File: config.mk
export PLATFORM = sky130hd
export DESIGN_NAME = rf_write_port
export DESIGN_NICKNAME = d
export VERILOG_FILES = /design/src/rtl/rf_write_port.sv
export SDC_FILE = /design/constraint.sdc
export NUM_CORES = 1
export LEC_CHECK = 0
export BUFFER_PORTS_ARGS = -buffer_cell sky130_fd_sc_hd__buf_2
export CORE_MARGIN = 2
export CORE_UTILIZATION = 55
export CTS_CLUSTER_DIAMETER = 80
export DETAILED_ROUTE_END_ITERATION = 10
export PLACE_DENSITY = 0.81
export SYNTH_ARGS = -nofsm -noshare
export SYNTH_HDL_FRONTEND = slang
export SYNTH_SLANG_ARGS = --single-unit
File: constraint.sdc
create_clock -name clk -period 5.8 [get_ports clk]
set_input_delay 1.16 -clock clk [delete_from_list [all_inputs] [get_ports clk]]
set_output_delay 1.16 -clock clk [all_outputs]
set_load 0.05 [all_outputs]
File: src/rtl/rf_write_port.sv
// Write-side front end of the 16x16 register file: handshake intake, small FIFO,
// registered one-hot write stage, plus pending-write mask and read bypass for in-flight writes.
module rf_write_port #(
  parameter int DATA_W = 16,
  parameter int ADDR_W = 4,
  parameter int DEPTH  = 2
) (
  input  logic                   clk,
  input  logic                   rst_n,
  input  logic                   wr_valid,
  output logic                   wr_ready,
  input  logic [ADDR_W-1:0]      wr_reg_id,
  input  logic [DATA_W-1:0]      wr_data,
  input  logic                   rf_stall,
  output logic                   rf_write_en,
  output logic [(2**ADDR_W)-1:0] rf_wordline,
  output logic [DATA_W-1:0]      rf_bitline,
  output logic [(2**ADDR_W)-1:0] pending,
  output logic [ADDR_W-1:0]      fifo_count,
  input  logic [ADDR_W-1:0]      rd_reg_id,
  output logic                   byp_hit,
  output logic [DATA_W-1:0]      byp_data
);

  localparam int NREG  = 2**ADDR_W;
  localparam int PTR_W = $clog2(DEPTH);
  localparam int CNT_W = $clog2(DEPTH + 1);

  function automatic logic [NREG-1:0] onehot(input logic [ADDR_W-1:0] id);
    onehot     = '0;
    onehot[id] = 1'b1;
  endfunction

  logic [ADDR_W-1:0] id_mem   [DEPTH];
  logic [DATA_W-1:0] data_mem [DEPTH];
  logic [PTR_W-1:0]  wr_ptr, rd_ptr;
  logic [CNT_W-1:0]  count;
  logic              push, pop;

  logic              vld_p1;
  logic [NREG-1:0]   wl_p1;
  logic [DATA_W-1:0] data_p1;

  // R0 writes complete the handshake but are never queued.
  assign wr_ready = (count < CNT_W'(DEPTH));
  assign push     = wr_valid & wr_ready & (wr_reg_id != '0);
  assign pop      = (count != '0) & ~rf_stall;

  always_ff @(posedge clk or negedge rst_n) begin
    if (!rst_n) begin
      wr_ptr <= '0;
      rd_ptr <= '0;
      count  <= '0;
    end else begin
      if (push) wr_ptr <= wr_ptr + PTR_W'(1);
      if (pop)  rd_ptr <= rd_ptr + PTR_W'(1);
      if (push && !pop)      count <= count + CNT_W'(1);
      else if (!push && pop) count <= count - CNT_W'(1);
    end
  end

  always_ff @(posedge clk) begin
    if (push) begin
      id_mem[wr_ptr]   <= wr_reg_id;
      data_mem[wr_ptr] <= wr_data;
    end
  end

  // Stage p1: registered write to the register file.
  always_ff @(posedge clk or negedge rst_n) begin
    if (!rst_n) begin
      vld_p1  <= 1'b0;
      wl_p1   <= '0;
      data_p1 <= '0;
    end else begin
      vld_p1 <= pop;
      wl_p1  <= pop ? onehot(id_mem[rd_ptr]) : '0;
      if (pop) data_p1 <= data_mem[rd_ptr];
    end
  end

  assign rf_write_en = vld_p1;
  assign rf_wordline = wl_p1;
  assign rf_bitline  = data_p1;
  assign fifo_count  = ADDR_W'(count);

  // Walk oldest to newest after the output stage so the newest match wins.
  always_comb begin
    logic [PTR_W-1:0] slot;
    slot     = '0;
    pending  = wl_p1;
    byp_hit  = 1'b0;
    byp_data = '0;
    if (rd_reg_id != '0 && wl_p1[rd_reg_id]) begin
      byp_hit  = 1'b1;
      byp_data = data_p1;
    end
    for (int k = 0; k < DEPTH; k++) begin
      slot = rd_ptr + PTR_W'(k);
      if (CNT_W'(k) < count) begin
        pending = pending | onehot(id_mem[slot]);
        if (rd_reg_id != '0 && id_mem[slot] == rd_reg_id) begin
          byp_hit  = 1'b1;
          byp_data = data_mem[slot];
        end
      end
    end
  end

endmodule

# Word-level counts from Yosys, hierarchy flattened
# Memory sizes are Yosys's and may differ from the RTL's.
# Index checks and enable logic that the tools add are counted.
# W data, S select, Z words.
[totals] ff_bits=37 latch_bits=0 ram_bits=40 mem_bits_ro=0 inputBits=28 n_memories=2
[op_classes] add_sub_neg=4 multipliers=0 n_div=0 magnitude_cmp=8 eq_ne=2 shift=0 n_mux=23 bitwise=6 n_reduce_logical=13
[memory_table] name="data_mem" words=2 width=16 rd=2 rd_clocked_by_memory_dff=0 wr=1 line_no="35" text="logic [DATA_W-1:0] data_mem [DEPTH];"
[memory_table] name="id_mem" words=2 width=4 rd=2 rd_clocked_by_memory_dff=0 wr=1 line_no="34" text="logic [ADDR_W-1:0] id_mem [DEPTH];"
[ops] cell="$mux W16" n=8
[ops] cell="$or A16 B16 Y16" n=2
[ops] cell="$lt A4 B5 Y1 const B" n=3
[ops] cell="$mux W1" n=10
[ops] cell="$demux W1 S4" n=2
[ops] cell="$eq A4 B4 Y1" n=2
[ops] cell="$ge A4 B1 Y1 const B" n=2
[ops] cell="$reduce_bool A4 Y1" n=2
[ops] cell="$logic_and A1 B1 Y1" n=7
[ops] cell="$bmux W1 S4" n=1
[ops] cell="$lt A1 B2 Y1 const A" n=2
[ops] cell="$mux W2" n=2
[ops] cell="$reduce_bool A2 Y1" n=2
[ops] cell="$and A1 B1 Y1" n=3
[ops] cell="$add A1 B1 Y1 const B" n=2
[ops] cell="$add A2 B1 Y2 const B" n=1
[ops] cell="$logic_not A1 Y1" n=2
[ops] cell="$lt A2 B2 Y1 const B" n=1
[ops] cell="$sub A2 B1 Y2 const B" n=1
[ops] cell="$not A1 Y1" n=1

# Longest topological paths before layout
# Gate-level depths: netlist of the first run.
# An unclocked memory read counts as a cell.
[depth] ltp_word=9 ltp_mapped=9

# Least setup slack after synthesis of the first run
# OpenSTA, ideal clock, no wires.
[synth_timing] path_type="input-to-output" start="in rd_reg_id[0]" end="out byp_data[0]" arrival_ns=3.274 required_ns=4.640 slack_ns=1.366 path_stages=7 cell_sequence="buf_6 -> mux2i_1 -> a311o_1 -> o22ai_2 -> buf_2 -> o211ai_1 -> a31oi_1"
[synth_between] elab_chain_len=8
[synth_rtl] item="start, declared" line_no="20" text="input logic [ADDR_W-1:0] rd_reg_id,"
[synth_rtl] item="$bmux W1 S4" line_no="94" text="if (rd_reg_id != '0 && wl_p1[rd_reg_id]) begin"
[synth_rtl] item="$mux W1 (not written as such)" line_no="94"
[synth_rtl] item="$logic_and A1 B1 Y1" line_no="94"
[synth_rtl] item="$mux W16" line_no="94"
[synth_rtl] item="$mux W16" line_no="102" text="if (rd_reg_id != '0 && id_mem[slot] == rd_reg_id) begin"
[synth_rtl] item="$mux W16" line_no="100" text="if (CNT_W'(k) < count) begin"
[synth_rtl] item="$mux W16" line_no="102"
[synth_rtl] item="$mux W16 (*)" line_no="100"
[synth_rtl] item="end, declared" line_no="22" text="output logic [DATA_W-1:0] byp_data"
# Every way passes the cells marked *; elsewhere a longest branch is shown, timed or not. The select of a mux whose other input is x is not followed.

# Worst setup path after layout of the first run
[layout_timing] start="in rd_reg_id[0]" end="out byp_data[5]"
# The elaborated chain is that of the path after synthesis.

==> results of run 1 <==
[logic make-up (layout without fill, tap and decap cells)]
kind of cell / after synthesis / count (layout) / synth area share (%)
AO/OA/AOI/OAI: 80 / 80 / 13.4
XOR/XNOR: 11 / 11 / 3.01
adder cells (fa/ha/maj): 3 / 3 / 0.869
buffers and inverters: 38 / 119 / 4.98
flip-flops: 77 / 77 / 49.2
multiplexers: 49 / 49 / 12.7
other: 1 / 2 / 0.0868
AND/OR/NAND/NOR: 135 / 135 / 15.8
[layer usage]
metal	up-vias	wire, um	global-route usage [%]
li1	1630	-	-
met1	1703	4460	36.7
met2	202	4750	36.2
met3	18	1140	6.18
met4	0	192	8.58
met5	-	0	0
[state kept, by name (all words and copies together), names as in the netlist]
signal and cells:
count 2, data_mem 32, id_mem 8, rd_ptr 1
rf_bitline 16, rf_wordline 16, rf_write_en 1, wr_ptr 1
[layout by cell type (no fill, tap or decap), types with 4 or more instances in the layout]
master and instances:
xnor2_1 5, nand3_1 18, o211ai_1 16, mux2i_1 39, nand2b_1 4, edfxtp_1 40
buf_2 96, a221o_1 14, dfrtp_1 36, a21oi_1 5, a31oi_1 16, mux2_2 4
nand2_1 29, nor2_1 30, nor3_1 19, o21ai_0 23, nand3b_1 4, clkbuf_8 9
inv_1 5, or3_1 16
[cell type report]
type	instances	share of cell area, %
Clock inverter	7	2.11
Tap cell	102	2.56
Timing Repair Buffer	98	9.94
Inverter	5	0.377
Sequential cell	77	42.7
Multi-Input combinational cell	280	39.8
Clock buffer	9	2.48
[power groups by stage]
stage	clock network [uW]	logic, uW	registers, uW
after detailed placement	0	1550	864
final	469	1570	853
after global routing	492	1670	871
after CTS	471	1560	853
after global placement	0	1520	853
after floorplan	0	1050	1060
[through the flow]
stage	utilization, %	cells	hold WS, ns
3_5_place_dp	61.9	562	0.495
6_report	64.8	578	0.509
3_3_place_gp	61.9	562	0.487
5_1_grt	64.8	578	0.536
4_1_cts	64.8	578	0.507
2_1_floorplan	-	395	0.455
[worst max path at each step]
stage	from	slack (ns)	depth (start not counted)	to
after floorplan	rd_reg_id[0]	1.37	7	byp_data[0]
after global placement	rd_reg_id[0]	1.43	7	byp_data[5]
after detailed placement	rd_reg_id[2]	1.40	6	byp_data[5]
after CTS	rd_reg_id[0]	1.38	7	byp_data[5]
after global routing	rd_reg_id[2]	1.15	6	byp_data[5]
final	rd_reg_id[0]	1.34	7	byp_data[5]
==> out/qor.yml, run 1 <==
run_status:
  status: "complete, no violations"
sta:
  tightest_slew_ns: 1.11
  fin_crit_ns: 4.46
  fmax_mhz: 224
  setup_violations: 0
  finalCritPeriodShare_pct: 76.8
  finalHoldViolCount: 0
  drv_slew: 0
  timing.slew.headroom_pct: 25.9
  tns_ns: 0
  rsz0062_at_grt: "false"
  layout_setup_ws_ns: 1.34
  fin_skew_ns: 0.0142
cells_and_area:
  multi_input_area_um2: 1990
  area.growth.synth_to_final_pct: 15.3
  layout-drive-gt1-share_pct: 28.8
  final_area_um2: 4980
  register_area_um2: 2130
  nets: 502
  fill_cells: 645
  diodes: 0
routing:
  ant_nets: 0
  vias: 3553
  avgViaCountPerCell: 6.15
  drt_iter0_drc: 335
  wl_per_cell_um: 18.3
  drc: 0
  wl_mm: 10.6
  drtPass1Iterations: 5
synth:
  synth_seq_area_share_pct: 49.2
  avgSynthCellArea_um2: 11.0
  synthDominantCellAreaShare_pct: 27.8
  synth_top_cell_by_area: "edfxtp_1"
  ys_types: 47
  async_flop_share_pct: 48.1
  synthTopCellsByCount: "edfxtp_1 (40), mux2i_1 (39), dfrtp_1 (37)"
  synth_most_common_cell: "edfxtp_1"
  ys_warn_count: 0
  synth_cells: 394
  ys.flop_type: "edfxtp_1"
  netlist_area_um2: 4320
  synth_seq_cells: 77
  synth_area_leaders: "edfxtp_1 (28%), dfrtp_1 (21%), mux2i_1 (9.0%)"
  synth_edf_count: 40
clock_network:
  ctsResizeCount: 0
  path_clk_slew_ns: 0.08
  cts_sinks: 77
  cts_tree: "yes"
  cts_buffer_depth: 2
  h-tree-depth: 3
  insertion_delay_ns: 0.36
  cts_root_buf: "clkbuf_8"
  postCtsHoldBufs: 0
  postCtsSetupRepairBufs: 0
  cts_inserted_buffers: 9
grt:
  grt-ovfl-total: 0
  grt_pass1_vias: 3161
  grt_usage_pct: 24.9
  grt_pass1_wl_mm: 16.5
  antenna_found_initial: 0
  grt_start_max_net_pins: 38
hold_path:
  worstHoldStart: "wr_ptr"
  hold_path_depth: 1
  hp-class: "register to register"
  hold_end: "wr_ptr"
setup_path:
  cp_cell_sequence: "buf_2 > mux2i_1 > a311o_1 > o22ai_2 > o211ai_1 > a31oi_1 > buf_2"
  reg2reg_from: "count[1]"
  setup.worst_path.start_class: "input port"
  required_ns: 4.64
  rrSetupSlack_ns: 3.43
  path_delay_family: "compound AO/OA/AOI/OAI gates"
  critPathMaxFanout: 17
  reg2reg_to: "count[1]"
  crit_slowest_cell: "o22ai_2"
  worstPathArrival_ns: 3.30
  path_class: "input port to output pin"
  slowest_delay_ns: 0.58
  end_kind: "output pin"
  worst-path-buf-inv: 2
  worstRegToRegCells: 6
  crit_top_cell: "buf_2"
pwr:
  internal_power_uw: 1400
  p_comb_share_pct: 54.3
  netSwitchingFraction_pct: 51.7
  clkPwrFrac_pct: 16.2
  switchingPower_uw: 1500
  p_leak_uw: 0.00218
  p_per_area_nw_per_um2: 580
  p_total_uw: 2890
  seqPwrFrac_pct: 29.5
  ir_drop_mv: 0.312
floorplanning:
  row_count: 32
  floorplan.die_area_um2: 8580
  start_util_pct: 56.2
  ios: 99
  die_x_um: 92.6
  die_y_um: 92.6
  core_area_um2: 7690
placed_design:
  globalplace.congestion: 1.04
  post_dp_cell_area_um2: 4760
  port_buffers: 96
  place_ws_ns: 1.40
  dpl.hpwl_mm: 7.61
job:
  max_cap_violations: 0
No activity file was read; power rests on OpenSTA's default activity.
==> inputs of run 2 (changes only) <==
--- a/config.mk
+++ b/config.mk
@@ -7,10 +7,10 @@
 export LEC_CHECK = 0
 export BUFFER_PORTS_ARGS = -buffer_cell sky130_fd_sc_hd__buf_2
 export CORE_MARGIN = 2
-export CORE_UTILIZATION = 55
+export CORE_UTILIZATION = 54
 export CTS_CLUSTER_DIAMETER = 80
 export DETAILED_ROUTE_END_ITERATION = 10
-export PLACE_DENSITY = 0.81
+export PLACE_DENSITY = 0.8
 export SYNTH_ARGS = -nofsm -noshare
 export SYNTH_HDL_FRONTEND = slang
 export SYNTH_SLANG_ARGS = --single-unit
==> constraint.sdc (replaced) <==
create_clock -name clk -period 4.4 [get_ports clk]
set_input_delay 0.88 -clock clk [delete_from_list [all_inputs] [get_ports clk]]
set_output_delay 0.88 -clock clk [all_outputs]
set_load 0.05 [all_outputs]
==> out/qor.yml, run 2 (synthesized netlist as in run 1, its figures left out) <==
setup_path:
  required_ns: 3.52
  worstPathArrival_ns: 3.19
  slowest_delay_ns: 0.72
  crit_slowest_cell: "dfrtp_2"
  critical_path.startpoint: "rd_ptr"
  reg2reg_from: "count[1]"
  path_delay_family: "simple AND/OR/NAND/NOR gates"
  setup.worst_path.start_class: "register"
  end_kind: "output pin"
  path_class: "register to output pin"
  critPathMaxFanout: 33
  cp_cell_sequence: "mux2_4 > xnor2_1 > nand3_2 > or3_1 > a31oi_1 > buf_2"
  worst-path-buf-inv: 1
clock_network:
  cts_inserted_buffers: 9
  ctsResizeCount: 0
  path_clk_slew_ns: 0.08
  h-tree-depth: 3
  postCtsSetupRepairBufs: 0
  cts_sinks: 77
  insertion_delay_ns: 0.35
  postCtsHoldBufs: 0
  cts_buffer_depth: 2
  cts_root_buf: "clkbuf_8"
  cts_tree: "yes"
pwr:
  switchingPower_uw: 1980
  clkPwrFrac_pct: 15.1
  p_total_uw: 3770
  seqPwrFrac_pct: 29.9
  p_per_area_nw_per_um2: 756
  ir_drop_mv: 0.460
  netSwitchingFraction_pct: 52.3
  p_leak_uw: 0.00219
  internal_power_uw: 1800
  p_comb_share_pct: 55.0
cells_and_area:
  largest_reg_flops: 32
  layout-drive-gt1-share_pct: 29.2
  area.growth.synth_to_final_pct: 15.6
  final_common_cell: "buf_2"
  nets: 505
  diodes: 0
  regMostFlops: "data_mem"
  final_cell_mix: "buf_2 (96), edfxtp_1 (40), mux2i_1 (39)"
routing:
  ant_nets: 0
  wl_per_cell_um: 18.0
  drt_iter0_drc: 367
  drc: 0
  avgViaCountPerCell: 6.03
  drtPass1Iterations: 5
  vias: 3506
  wl_mm: 10.5
sta:
  timing.slew.headroom_pct: 32.3
  fmax_mhz: 246
  fin_skew_ns: 0.0126
  setup_violations: 0
  fin_crit_ns: 4.07
  drv_slew: 0
  finalHoldViolCount: 0
  tns_ns: 0
  rsz0062_at_grt: "false"
  tightest_slew_ns: 1.01
  finalCritPeriodShare_pct: 92.5
run_status:
  status: "complete, no violations"
hold_path:
  worstHoldStart: "wr_ptr"
  hp-class: "register to register"
grt:
  grt-ovfl-total: 0
  grt_pass1_wl_mm: 16.6
  grt_pass1_vias: 3152
  grt_usage_pct: 24.7
  antenna_found_initial: 0
  grt_start_max_net_pins: 38
floorplanning:
  row_count: 32
  core_area_um2: 7730
  die_y_um: 93.5
  start_util_pct: 55.9
  die_x_um: 93.5
  ios: 99
  floorplan.die_area_um2: 8730
placed_design:
  port_buffers: 96
  globalplace.congestion: 0.967
  dpl.hpwl_mm: 7.65
job:
  max_cap_violations: 0
## run 2: final timing paths
check	depth (start not counted)	to	slack, ns
setup / recovery	6	byp_data[15]	0.33
hold / removal	1	wr_ptr	0.51
setup reg to reg	3	data_mem[0][2]	2.42
hold reg to reg	1	wr_ptr	0.51
max in group asynchronous	1	rd_ptr	3.20
min in group asynchronous	1	rf_wordline[3]	0.62
## run 2: cell type report
cell class	instances	area, um^2
fillers	606	2730
flip-flops and latches	77	2130
multi-input cells	280	1990
repair buffers	101	518
well taps	102	128
clock buffers	9	124
clock inverters	7	92.6
inverters	5	18.8
## run 2: per-layer routing
metal  track usage [%]  routed length, um  vias to the layer above
met5                 0                  0                        -
met4              9.31                220                        0
met3              5.16               1010                       25
met2              34.8               4650                      214
met1              37.5               4600                     1633
li1                  -                  -                     1634
## run 2: through the flow
stage               setup WS [ns]  instance area (um^2)  hold slack, ns  utilization (%)  cells
floorplan                   0.526                  4330           0.455                -    395
global placement            0.603                  4780           0.486             61.8    565
detailed placement          0.536                  4780           0.501             61.8    565
CTS                         0.369                  4990           0.515             64.6    581
global route                0.131                  4990           0.536             64.6    581
finish                      0.329                  4990           0.510             64.6    581
## run 2: power by group through the flow
stage,Sequential [uW],Clock (uW),Combinational (uW)
floorplan,1390,0,1390
detailed placement,1140,0,2060
global route,1150,605,2200
global placement,1130,0,2030
CTS,1130,580,2060
finish,1130,571,2080
